<file path="src/rtl/pipe_scroller.sv">
// pipe_scroller
// Multi-column pipe scroller for the LED-matrix game. It holds COLS columns
// of ROWS-bit pipe pixels and shifts them one column toward the bird every
// period+1 clocks. New columns are pulled from the pipe generator with the
// take strobe. It also detects bird/pipe collisions at BIRD_COL, counts the
// pipes passed, and freezes the display on a collision or an external game over.
//
// Ports:
//   clk        clock
//   reset      synchronous, active-high reset
//   ongoing    game running; low clears the block back to IDLE
//   game_over  external freeze request (level)
//   period     scroll interval minus one, sampled every cycle
//   next_col   column that enters at index COLS-1 on a shift
//   bird_row   one-hot bird row
//   take       high in the cycle next_col is consumed
//   frame      frame[c*ROWS +: ROWS] = column c (column 0 exits next)
//   hit        sticky collision flag
//   frozen     high while the display is frozen
//   score      pipes passed, saturating
module pipe_scroller #(
    parameter int ROWS     = 8,
    parameter int COLS     = 16,
    parameter int DIV_W    = 8,
    parameter int BIRD_COL = 2,
    parameter int SCORE_W  = 8
) (
    input  logic                 clk,
    input  logic                 reset,
    input  logic                 ongoing,
    input  logic                 game_over,
    input  logic [DIV_W-1:0]     period,
    input  logic [ROWS-1:0]      next_col,
    input  logic [ROWS-1:0]      bird_row,
    output logic                 take,
    output logic [COLS*ROWS-1:0] frame,
    output logic                 hit,
    output logic                 frozen,
    output logic [SCORE_W-1:0]   score
);

    typedef enum logic [1:0] {
        IDLE,
        RUN,
        FROZEN
    } state_t;

    state_t            state;
    logic [ROWS-1:0]   cols [COLS];
    logic [DIV_W-1:0]  div;

    logic collide;
    logic freeze;
    logic div_due;
    logic pipe_passed;

    // Collision is judged on the registered column, never on next_col.
    assign collide = |(cols[BIRD_COL] & bird_row);
    assign freeze  = collide | game_over;
    assign div_due = (div == period);

    // A pipe counts once, when its trailing column leaves the bird column.
    assign pipe_passed = (cols[BIRD_COL] != '0) && (cols[BIRD_COL+1] == '0);

    // take mirrors the shift enable exactly. It is gated by reset and ongoing
    // so it never pulses on a cycle where the column would not be consumed.
    assign take = ongoing & ~reset & (state == RUN) & div_due & ~freeze;

    genvar g;
    generate
        for (g = 0; g < COLS; g++) begin : g_frame
            assign frame[g*ROWS +: ROWS] = cols[g];
        end
    endgenerate

    // In RUN, freezing wins over a due shift, so a pipe that collides while
    // sitting on the bird column is never shifted out and never scored.
    // A period lowered below the current div makes div count on through
    // the 2^DIV_W wrap.
    always_ff @(posedge clk) begin
        if (reset || !ongoing) begin
            state  <= IDLE;
            div    <= '0;
            hit    <= 1'b0;
            frozen <= 1'b0;
            score  <= '0;
            for (int c = 0; c < COLS; c++) begin
                cols[c] <= '0;
            end
        end else begin
            case (state)
                IDLE: begin
                    state <= RUN;
                end
                RUN: begin
                    if (freeze) begin
                        state  <= FROZEN;
                        frozen <= 1'b1;
                        if (collide) begin
                            hit <= 1'b1;
                        end
                    end else if (div_due) begin
                        for (int c = 0; c < COLS - 1; c++) begin
                            cols[c] <= cols[c+1];
                        end
                        cols[COLS-1] <= next_col;
                        div          <= '0;
                        if (pipe_passed && (score != '1)) begin
                            score <= score + SCORE_W'(1);
                        end
                    end else begin
                        div <= div + DIV_W'(1);
                    end
                end
                FROZEN: begin
                    state <= FROZEN;
                end
                default: begin
                    state <= IDLE;
                end
            endcase
        end
    end

endmodule

</file>
<file path="config.mk">
export PLATFORM = sky130hd
export DESIGN_NAME = pipe_scroller
export DESIGN_NICKNAME = d
export VERILOG_FILES = /design/src/rtl/pipe_scroller.sv
export SDC_FILE = /design/constraint.sdc
export NUM_CORES = 1
export LEC_CHECK = 0
export ABC_AREA = 1
export CORE_MARGIN = 2
export CORE_UTILIZATION = 41
export CTS_CLUSTER_SIZE = 8
export DETAILED_ROUTE_END_ITERATION = 6
export PLACE_DENSITY_LB_ADDON = 0.1
export SYNTH_ARGS = -nofsm -noshare
export SYNTH_HDL_FRONTEND = slang
export SYNTH_SLANG_ARGS = --single-unit
</file>
<file path="constraint.sdc">
create_clock -name clk -period 8.8 [get_ports clk]
set_clock_uncertainty 0.2 [all_clocks]
set_input_delay 1.76 -clock clk [delete_from_list [all_inputs] [get_ports clk]]
set_output_delay 1.76 -clock clk [all_outputs]
set_load 0.01 [all_outputs]
</file>
# After elaboration in Yosys (flattened, before gate mapping)
# Memory sizes are Yosys's and may differ from the RTL's.
# Cells that the tools add are included.
[classes] addsub=2 eq_ne=5 mux=26 bitwise_logic=24 n_reduce_logical=12
[op_table] op="two-way mux 8 bit" count=17
[op_table] op="bitwise OR 1 bit" count=17
[op_table] op="adder 8 x 1 -> 8 bit, second input constant" count=2
[op_table] op="AND 8 bit" count=1
[op_table] op="== test 8 bit" count=1
[op_table] op="logical NOT 8 bit" count=1
[op_table] op="inequality test 8 bit, second input constant" count=1
[op_table] op="nonzero test 8 bit" count=1
[op_table] op="OR reduction 8 bit" count=1
[op_table] op="two-way mux 1 bit" count=7
[op_table] op="one-hot mux 2 bit (3 select lines)" count=1
[op_table] op="AND 1 bit" count=4
[op_table] op="AND reduction 2 bit" count=2
[op_table] op="AND reduction 4 bit" count=1
[op_table] op="AND reduction 3 bit" count=1
[op_table] op="== test 2 x 1 -> 1 bit, second input constant" count=1
[op_table] op="== test 2 bit, second input constant" count=1
[op_table] op="logical AND 1 bit" count=2
[op_table] op="logical NOT 2 bit" count=1
[op_table] op="two-way mux 2 bit" count=1
[op_table] op="inequality test 2 bit, second input constant" count=1
[op_table] op="inverter 1 bit" count=2
[op_table] op="logical NOT 1 bit" count=1
[op_table] op="logical OR 1 bit" count=1
[word_totals] ff_bits=20 ram_bits=128 inputBits=28 out_inout_bits=139 wordCells=75 memories=1
[memory_table] memory="cols" depth=16 word_bits=8 read_ports=16 rd_clocked_by_memory_dff=0 wr=16 line_no="49" text="logic [ROWS-1:0] cols [COLS];"

# Logic depth before layout (Yosys ltp)
# Gate-level depths: netlist of the first run.
[depth] word_depth=8 ltp_mapped=11 mapped_depth_nobuf=10

# Least setup slack after synthesis of the first run
# OpenSTA, ideal clock, no wires.
[synth_timing] kind="input to register" from="in bird_row[2]" to="mem cols[0][0], enable pin" setup_ns=0.495 t_arrival_ns=5.169 required_ns=8.105 setup_slack_ns=2.935 cell_stages=7 path_buffers=0 cell_sequence="nand2_1 -> nand2_1 -> nor2_1 -> nand3b_1 -> nor2_4 -> nand2_1 -> nand2_1"
[synth_lines] item="from (decl)" line_no="34" text="input logic [ROWS-1:0] bird_row,"
[synth_lines] item="to (decl)" line_no="49"

# Worst setup path in the final report of the first run
[layout_timing] from="in bird_row[4]" to="out take"
[layout_between] elab_chain_cells=5
[layout_lines] item="AND 8 bit" line_no="58" text="assign collide = |(cols[BIRD_COL] & bird_row);"
[layout_lines] item="OR reduction 8 bit" line_no="58"
[layout_lines] item="bitwise OR 1 bit" line_no="59" text="assign freeze = collide | game_over;"
[layout_lines] item="inverter 1 bit (no source line)"
[layout_lines] item="AND 1 bit" line_no="67" text="assign take = ongoing & ~reset & (state == RUN) & div_due & ~freeze;"
[layout_lines] item="to (decl)" line_no="35" text="output logic take,"
# No other way between the ends.

==> results of run 1 <==
metrics by stage:
stage | instance area, sq um | cells | setup WS, ns | util, % | hold WS [ns]
after global routing | 8650 | 998 | 2.94 | 57.5 | 0.317
after global placement | 8050 | 966 | 3.08 | 53.6 | 0.262
after detailed placement | 8050 | 966 | 3.07 | 53.6 | 0.276
after floorplan | 6240 | 625 | 2.94 | - | 0.253
final | 8650 | 998 | 3.09 | 57.5 | 0.282
after CTS | 8650 | 998 | 3.06 | 57.5 | 0.284
registers in the layout (all words and copies together) (netlist names):
| register | cells |
|---|---|
| div | 8 |
| state | 2 |
| cols | 128 |
| frozen | 1 |
| score | 8 |
| hit | 1 |
cells in the mapped netlist, drive strengths merged:
library cell    n  area share (%)
nor2          175              11
edfxtp        128              62
nand4           1            0.10
nand3b          1            0.12
inv           159             9.6
nor3            2            0.16
ha              4            0.80
clkbuf          5            0.30
o21ai           4            0.32
xor2            7            0.98
nand3           9             1.1
a21oi          10            0.80
nand2          89             5.4
dfxtp          20             6.4
buf            11             1.6
cells in the final DEF (no fill, tap or decap), drive strengths merged:
| master | n |
|---|---|
| nor3 | 2 |
| clkbuf | 28 |
| ha | 4 |
| nand3b | 1 |
| bufinv | 2 |
| a21oi | 10 |
| o21ai | 4 |
| nor2 | 175 |
| clkdlybuf4s50 | 166 |
| edfxtp | 128 |
| inv | 159 |
| nand4 | 1 |
| buf | 3 |
| nand3 | 9 |
| nand2 | 89 |
| dfxtp | 20 |
| clkinv | 2 |
| xor2 | 7 |
routing by layer:
metal  track usage (%)  wire (um)  up-vias
li1                  -          -     2222
met2              27.6       6360      130
met1              18.8       5480     2043
met4              6.79        132        0
met3              7.04       1080       10
met5                 0          0        -
worst max-delay path: stages:
cell	delay, ns
clkdlybuf4s50_1	0.40
nand2_1	0.06
nand2_1	0.05
nor2_1	0.17
nand3b_1	0.20
nor2_4	0.34
nand3_4	0.10
inv_1	0.07
clkdlybuf4s50_1	0.59
area by class of cell:
type,instances,area (sq um),area share (%)
Clock buffer,28,527,6.09
Sequential cell,148,4240,49.1
Clock inverter,4,68.8,0.796
Inverter,159,597,6.90
Tap cell,188,235,2.72
Timing Repair Buffer,169,1680,19.5
Multi-Input combinational cell,302,1290,14.9
report_power, final:
| group | switching (mW) | internal [mW] | total [mW] |
|---|---|---|---|
| Clock | 0.260 | 0.462 | 0.722 |
| Sequential | 0.0173 | 0.793 | 0.811 |
| Combinational | 0.0648 | 0.0689 | 0.134 |
| Total | 0.342 | 1.32 | 1.67 |
kinds of logic (layout without fill, tap and decap cells):
family | Yosys count | count (layout) | share of synthesized area [%]
xor gates and xnor gates | 7 | 7 | 0.982
DFF | 148 | 148 | 68.0
and+or+nand+nor | 277 | 277 | 17.7
AOI/OAI and AO/OA | 14 | 14 | 1.12
buffers and inverters | 175 | 360 | 11.5
adders and majority gates | 4 | 4 | 0.802
how the worst max path moves through the flow:
stage,endpoint,depth (start not counted),slack [ns]
floorplan,cols[0][0],7,2.94
global placement,take,9,3.08
detailed placement,take,9,3.07
CTS,take,9,3.06
global route,take,9,2.94
finish,take,9,3.09
==> impl_metrics.toml, run 1 <==
[detailed_routing]
initialDrtViolationCount = 206
ant_nets = 0
wl_per_cell_um = 13.1
wl_um = 13100
drc_errors = 0
num_vias = 4405
routed_via_density = 4.41
firstDrtPassIters = 4

[final_layout]
fillers = 1298
antenna_cells = 0
drive_gt1_share_pct = 4.69
syn_to_final_growth_pct = 38.5
nets = 829

[worst_setup_path]
start_kind = "primary input"
crit_path_end_kind = "output port"
critPathLaunch = "bird_row[4]"
ff2ff_path_depth = 8
r2r_start = "cols[0][20]"
critPathKind = "in -> out"
cp_max_fo = 13
crit_arrival_ns = 3.75
r2r-end = "cols[0][9]"
required_ns = 6.84
r2r_slack_ns = 5.29

[yosys]
synth.avg_cell_area_sq_um = 9.99
syn_area_sq_um = 6240
synth_cell_types = 21
synth-seq-cells = 148
yosys_warnings = 0
yosysSeqAreaShare_pct = 68.0
synthCells = 625
syn-num-nets = 657

[worst_hold_path]
hold_depth = 2
whs_endpoint = "state[0]"
min-delay-start = "state[0]"
hold_path.class = "reg -> reg"

[clocking]
clk_pin_slew_ns = 0.05
postCtsSetupRepairBufs = 0
ctsHoldBuffers = 0
clock-sinks = 148
cts_tree = "yes"
cts_resized = 0
clk_latency_ns = 0.41
cts_root_buffer = "clkbuf_16"
numCtsBuffers = 17
clock_path_buffers = 2
cts_max_level = 4

[sta]
rsz0062_at_grt = "false"
drv_slew = 0
min_period_ns = 5.71
finalSetupTns_ns = 0
finalSetupViolCount = 0
period_share_pct = 64.9
max_freq_ghz = 0.175
worstMarginPinSlew_ns = 0.922
finalHoldViolations = 0
relSlewSlack_pct = 38.5

[global_route]
grt_pass1_vias = 4340
grt_first_pass_wirelength_um = 20800
antenna_found_initial = 0
track_usage_pct = 16.6
grt.overflow.total = 0
grt_max_degree = 81

[power_and_ir_drop]
fin_total_pwr_mw = 1.67
power.density_nw_per_um2 = 193
p_leak_nw = 3.50
ir_worst_vdd_mv = 0.120

[placement]
io_buffers = 166
place_congestion = 0.806
place_hpwl_um = 8940

[job]
max_cap_viol_count = 0

[floorplan]
start_util_pct = 41.5
fp.dieW_um = 127
io_pins = 167
dieHeight_um = 127
core_area_sq_um = 15000
num_rows = 45
die_area_sq_um = 16200

[run_status]
status = "complete, no violations"
Power figures use the tool's default switching activity.
==> run 2: changes to the inputs <==
==> constraint.sdc (replaced) <==
create_clock -name clk -period 5.4 [get_ports clk]
set_clock_uncertainty 0.2 [all_clocks]
set_input_delay 1.08 -clock clk [delete_from_list [all_inputs] [get_ports clk]]
set_output_delay 1.08 -clock clk [all_outputs]
set_load 0.01 [all_outputs]
==> impl_metrics.toml, run 2 (same netlist as run 1, synthesis figures left out) <==
[placement]
place_hpwl_um = 8960
place_congestion = 0.784
io_buffers = 166
placed_cells = 967
postPlaceCellArea_sq_um = 8080

[sta]
period_share_pct = 80.5
whs_ns = 0.279
min_period_ns = 4.35
finalHoldViolations = 0
finalSetupTns_ns = 0
finalSetupViolCount = 0
drv_slew = 0
worstMarginPinSlew_ns = 0.931
relSlewSlack_pct = 37.8
max_freq_ghz = 0.230
rsz0062_at_grt = "false"

[detailed_routing]
ant_nets = 0
initialDrtViolationCount = 342
routed_via_density = 4.39
wl_per_cell_um = 12.9
num_vias = 4388
wl_um = 12900
firstDrtPassIters = 4
drc_errors = 0

[worst_setup_path]
cp_max_fo = 13
required_ns = 4.12
r2r_start = "cols[0][20]"
crit_arrival_ns = 3.07
r2r_slack_ns = 2.52
critPathKind = "in -> out"
ff2ff_path_depth = 8
start_kind = "primary input"
critPathLaunch = "bird_row[4]"
crit_end = "take"
crit_path_end_kind = "output port"
r2r-end = "cols[0][114]"

[clocking]
clock-sinks = 148
postCtsSetupRepairBufs = 0
cts_tree = "yes"
cts_root_buffer = "clkbuf_16"
clk_latency_ns = 0.42
cts_resized = 0
ctsHoldBuffers = 0
numCtsBuffers = 17
clk_pin_slew_ns = 0.05
cts_max_level = 4
clock_path_buffers = 2

[global_route]
grt_first_pass_wirelength_um = 20600
grt_pass1_vias = 4273
grt.overflow.total = 0
antenna_found_initial = 0
grt_max_degree = 81
track_usage_pct = 16.4

[final_layout]
final-instance-count-excl-fill = 999
ff_latch_area_sq_um = 4240
top_regs = "cols x128, div x8, score x8"
multi_input_area_sq_um = 1290
antenna_cells = 0
drive_gt1_share_pct = 4.69
largest_register_ffs = 128
fillers = 1319
regMostFlops = "cols"
fin_area_sq_um = 8610
layout_commonest_cell = "nor2_1"
nets = 830
syn_to_final_growth_pct = 37.9
most-common-layout-cells = "172 x nor2_1, 166 x clkdlybuf4s50_1, 156 x inv_1"

[floorplan]
fp.dieW_um = 127
start_util_pct = 41.5
die_area_sq_um = 16200
num_rows = 45
io_pins = 167
dieHeight_um = 127
core_area_sq_um = 15000

[power_and_ir_drop]
ir_worst_vdd_mv = 0.183
fin_total_pwr_mw = 2.60
p_leak_nw = 3.47
power.density_nw_per_um2 = 302

[worst_hold_path]
hold_path.class = "reg -> reg"
hold_depth = 2

[run_status]
status = "complete, no violations"

[job]
max_cap_viol_count = 0
## run 2: final cells by class
class / instances / area share (%)
timing repair buffer: 170 / 19.9
inverter: 159 / 6.93
clock buffer: 22 / 5.16
clock inverter: 10 / 0.973
multi-input combinational: 302 / 15.0
sequential: 148 / 49.3
tap: 188 / 2.73
## run 2: report_power, final
part	switching, mW	internal [mW]
Combinational	0.106	0.115
Sequential	0.0283	1.29
Clock	0.435	0.628
## run 2: through the flow
step | setup WS (ns) | util, %
finish | 1.05 | 57.3
global route | 0.839 | 57.3
CTS | 1.02 | 57.3
detailed placement | 1.03 | 53.8
global placement | 1.05 | 53.8
floorplan | 0.215 | -
## run 2: how the worst min path moves through the flow
| stage | slack [ns] | startpoint | to |
|---|---|---|---|
| 2_1_floorplan | 0.25 | state[0] | state[0] |
| 3_3_place_gp | 0.26 | frozen | frozen |
| 3_5_place_dp | 0.27 | frozen | frozen |
| 4_1_cts | 0.28 | state[0] | state[0] |
| 5_1_grt | 0.33 | state[1] | state[1] |
| 6_report | 0.28 | state[0] | state[0] |
## run 2: per-layer routing
| layer | part of all wire, % | global-route usage [%] | up-vias |
|---|---|---|---|
| li1 | - | - | 2229 |
| met1 | 42 | 19.2 | 2003 |
| met2 | 48 | 26.9 | 141 |
| met3 | 8.8 | 6.66 | 15 |
| met4 | 1.3 | 6.98 | 0 |
| met5 | 0 | 0 | - |
## run 2: critical path, stage by stage
cell and delay (ns):
clkdlybuf4s50_1 0.40, nand2_1 0.06, nand2_1 0.05, nor2_1 0.18
nand3b_1 0.21, nor2_4 0.33, nand3_4 0.10, inv_1 0.07
clkdlybuf4s50_1 0.58
